===== config.mk =====
export PLATFORM = sky130hd
export DESIGN_NAME = fetch_pc_unit
export DESIGN_NICKNAME = d
export VERILOG_FILES = /design/src/rtl/fetch_pc_unit.sv
export SDC_FILE = /design/constraint.sdc
export NUM_CORES = 1
export LEC_CHECK = 0
export ABC_AREA = 1
export BUFFER_PORTS_ARGS = -buffer_cell sky130_fd_sc_hd__buf_4
export CAP_MARGIN = 10
export CORE_MARGIN = 5
export CORE_UTILIZATION = 45
export CTS_CLUSTER_DIAMETER = 80
export CTS_CLUSTER_SIZE = 20
export DETAILED_ROUTE_END_ITERATION = 10
export GPL_TIMING_DRIVEN = 1
export PLACE_DENSITY = 0.88
export SETUP_SLACK_MARGIN = 0.5
export SLEW_MARGIN = 20
export SYNTH_ARGS = -nofsm -noshare
export SYNTH_HDL_FRONTEND = slang
export SYNTH_SLANG_ARGS = --single-unit

===== constraint.sdc =====
create_clock -name clk -period 1.5 [get_ports clk]
set_clock_uncertainty 0.2 [all_clocks]
set_input_delay 0.3 -clock clk [delete_from_list [all_inputs] [get_ports clk]]
set_output_delay 0.3 -clock clk [all_outputs]
set_load 0.05 [all_outputs]

===== src/rtl/fetch_pc_unit.sv =====
// Program counter and single-outstanding instruction fetch sequencer.
// Fetches one word per instruction over req/ack and hands it to decode over valid/ready.
module fetch_pc_unit #(
  parameter logic [31:0] ResetPc = 32'h0000_0000
) (
  input  logic        clk,
  input  logic        rst_n,
  output logic [31:0] pc,
  input  logic [31:0] pc_plus4,
  output logic        imem_req,
  output logic [31:0] imem_addr,
  input  logic        imem_ack,
  input  logic [31:0] imem_data,
  output logic [31:0] instr,
  output logic [31:0] instr_pc,
  output logic        instr_valid,
  input  logic        instr_ready,
  input  logic        redirect,
  input  logic [31:0] redirect_pc,
  output logic        misalign
);

  typedef enum logic [1:0] {
    StStart,
    StReq,
    StHold
  } state_e;

  state_e      state_q;
  logic [31:0] pc_q;
  logic [31:0] instr_q;
  logic [31:0] instr_pc_q;
  logic        instr_valid_q;
  logic        imem_req_q;
  logic        misalign_q;

  always_ff @(posedge clk or negedge rst_n) begin
    if (!rst_n) begin
      state_q       <= StStart;
      pc_q          <= ResetPc;
      instr_q       <= 32'h0;
      instr_pc_q    <= 32'h0;
      instr_valid_q <= 1'b0;
      imem_req_q    <= 1'b0;
      misalign_q    <= 1'b0;
    end else if (redirect && (state_q != StStart)) begin
      // Redirect wins over ack and ready: any returning or held word is dropped.
      state_q       <= StReq;
      pc_q          <= {redirect_pc[31:2], 2'b00};
      instr_valid_q <= 1'b0;
      imem_req_q    <= 1'b1;
      if (redirect_pc[1:0] != 2'b00) begin
        misalign_q <= 1'b1;
      end
    end else begin
      unique case (state_q)
        StStart: begin
          state_q    <= StReq;
          imem_req_q <= 1'b1;
        end
        StReq: begin
          if (imem_ack) begin
            state_q       <= StHold;
            instr_q       <= imem_data;
            instr_pc_q    <= pc_q;
            instr_valid_q <= 1'b1;
            imem_req_q    <= 1'b0;
            pc_q          <= pc_plus4;
          end
        end
        StHold: begin
          if (instr_ready) begin
            state_q       <= StReq;
            instr_valid_q <= 1'b0;
            imem_req_q    <= 1'b1;
          end
        end
        default: begin
          state_q       <= StStart;
          instr_valid_q <= 1'b0;
          imem_req_q    <= 1'b0;
        end
      endcase
    end
  end

  assign pc          = pc_q;
  assign imem_addr   = pc_q;
  assign imem_req    = imem_req_q;
  assign instr       = instr_q;
  assign instr_pc    = instr_pc_q;
  assign instr_valid = instr_valid_q;
  assign misalign    = misalign_q;

endmodule


==> results_dict.tcl <==
set metrics [dict create \
    status "finished with violations" \
    violations "negative hold slack, negative setup slack" \
    crit_path_start_kind "flop" \
    syn_area_um2 4660 \
    dieArea_um2 12500 \
    synth_top_family_by_area "simple AND/OR/NAND/NOR gates" \
    drive_gt1_share_pct 59.0 \
    grt_pass1_wl_um 27700 \
    min_path_type "primary input to flop" \
    grt_usage_pct 28.0 \
    gp_congestion 0.845 \
    initial_utilization_pct 45.5 \
    cts_sinks 100 \
    cp_slowest_cell "dfrtp_1" \
    max_cap_violations 0 \
    drc 0 \
    synth_cell_types 17 \
    synth-simple-area-share_pct 33.7 \
    power_density_nw_per_um2 1510 \
    cts_tree "built" \
    num-nets-final 969 \
    grt_pass1_vias 5328 \
    synthXorXnorAreaFrac_pct 0 \
    synth.area.mux_share_pct 0 \
    fmax_mhz 602 \
    syn_inst 564 \
    vias 5748 \
    ys_seq_elements 100 \
    fin_crit_ps 1660 \
    routedWlPerCell_um 23.4 \
    cp_top_family "simple AND/OR/NAND/NOR gates" \
    die_y_um 112 \
    yosysWarnings 0 \
    grt_max_degree 55 \
    die_w_um 112 \
    port_buffers 231 \
    place_ws_ps -71.1 \
    core_area_um2 10200 \
    via_per_inst 5.70 \
    crit_type "flop to flop" \
    grt_antenna_before_repair 0 \
    dpl.hpwl_um 10400 \
    rsz0062_at_grt "true" \
    cp_data_arrival_time_ps 1720 \
    dpl.cell_count 888 \
    syn2layout_area_growth_pct 91.6 \
    clkTransAtPathRegs_ps 100 \
    clock_latency_ps 380 \
    drt-initial-drc-count 563 \
    setup_slack_ps -162 \
    critPathMaxStageDelay_ps 410 \
    avgSynthCellArea_um2 8.26 \
    relSlewSlack_pct 80.9 \
    synth_nets 665 \
    cts_max_level 3 \
    crit_buf_inv 2 \
    layout_common_cells "nand2_1 (189), buf_4 (167), buf_6 (92), dfrtp_2 (70), nand2_2 (56)" \
    slew_viol_final 0 \
    io_pins 232 \
    crit_path_frequent_cell "nand2_1" \
    tightest_slew_ps 287 \
    worstSetupEndpointType "flop" \
    cp_max_fo 19 \
    cp.required_ps 1550 \
    dpl_cell_area_um2 6480 \
    holdWs_ps -77.1 \
    fin_area_um2 8930 \
    yosysSeqAreaShare_pct 53.7 \
    cts_made_buffers 9 \
    ant_nets 0 \
    setup_viol 117 \
    irDropWorstVdd_v 0.000899 \
    crit_chain "inv_2, nand2_2, nor2_4, nand2_8, clkbuf_16, nand2_1, nand2_1" \
    synth_compound_area_share_pct 0.430 \
    clockRootBuffer "clkbuf_8" \
    cts.hold.buffers_added 26 \
    finalNonFillerCells 1009 \
    final_core_util_pct 87.3 \
    antennaDiodeCount 0 \
    power.leakage_uw 0.00469 \
    num_rows 37 \
    timing.final.crit_share_pct 111 \
    synthAdderAreaFrac_pct 0 \
    dr.pass1.iters 5 \
    grt.overflow.total 0 \
    wl_um 23600 \
    hold_viol 10 \
    mostFrequentLayoutCell "nand2_1" \
    cts.path.max_buffers 2 \
]
kinds of logic after synthesis:
family          Yosys count
simple gates            363
buf+inv                  98
flops                   100
compound gates            3
path summary, 6_finish.rpt:
kind,start,endpoint,slack [ps],depth (start not counted)
min,imem_data[10],instr[10],-80,3
max reg2reg,state_q[1],instr[13],-160,7
max in group asynchronous,rst_n,imem_addr[2],560,3
min in group asynchronous,rst_n,imem_addr[9],270,3
max,state_q[1],instr[13],-160,7
min reg2reg,instr_pc[9],instr_pc[9],320,2
Yosys cell counts:
| library cell | n | area (um2) |
|---|---|---|
| nand2_1 | 261 | 980 |
| dfrtp_1 | 100 | 2500 |
| nand3_1 | 66 | 330 |
| buf_4 | 43 | 323 |
| inv_1 | 30 | 113 |
| nand3b_1 | 28 | 210 |
| buf_2 | 12 | 60.1 |
| clkbuf_1 | 4 | 15.0 |
| inv_2 | 4 | 15.0 |
| nand2_2 | 4 | 25.0 |
| buf_6 | 3 | 33.8 |
| buf_1 | 2 | 7.51 |
| nor2_1 | 2 | 7.51 |
| o21bai_1 | 2 | 15.0 |
| nor2_2 | 1 | 6.26 |
| nor2_4 | 1 | 11.3 |
| o21ai_0 | 1 | 5.00 |
worst register-to-register path: stages (launching register included):
cell,delay (ps)
dfrtp_1,410
inv_2,90
nand2_2,70
nor2_4,160
nand2_8,170
clkbuf_16,240
nand2_1,110
nand2_1,100
power breakdown:
| group | switching [uW] | total, uW | internal (uW) |
|---|---|---|---|
| combinational | 4530 | 7490 | 2960 |
| sequential | 742 | 4130 | 3380 |
| clock | 1040 | 1880 | 833 |
timing repair:
| action | 4_1_cts | 5_1_grt |
|---|---|---|
| gates resized for setup | 160 | 150 |
| endpoints found under the hold margin | 136 | 11 |
| cloned | 5 | 12 |
| pin swaps | 2 | 26 |
| setup buffers | 30 | 32 |
| endpoints found under the setup margin | 231 | 240 |
flip-flops by register name (all words and copies together), names as in the netlist:
| signal | flops |
|---|---|
| instr | 32 |
| misalign | 1 |
| imem_addr | 32 |
| instr_valid | 1 |
| instr_pc | 32 |
| state_q | 2 |
per-layer routing:
metal / track usage [%] / vias up / routed length [um]
met5: 0 / - / 0
met4: 13.0 / 0 / 1820
met3: 6.52 / 165 / 2710
met2: 50.3 / 531 / 11200
met1: 31.3 / 2732 / 7970
li1: - / 2320 / -
final cells by class:
type	instances	area, um2
clock buffers	10	138
well taps	136	170
multi-input cells	366	1980
repair inverters	1	16.3
flip-flops and latches	100	2590
fillers	406	1300
clock inverters	6	71.3
repair buffers	356	3830
inverters	34	140
through the flow:
stage	setup TNS (ps)	total power, uW	hold slack, ps
floorplan	-1150	7970	-196
global placement	0	9260	113
detailed placement	-1640	9370	117
CTS	-248	12200	-68.2
global route	-10370	13900	-71.7
finish	-6440	13500	-77.1
Power figures use the tool's default switching activity.
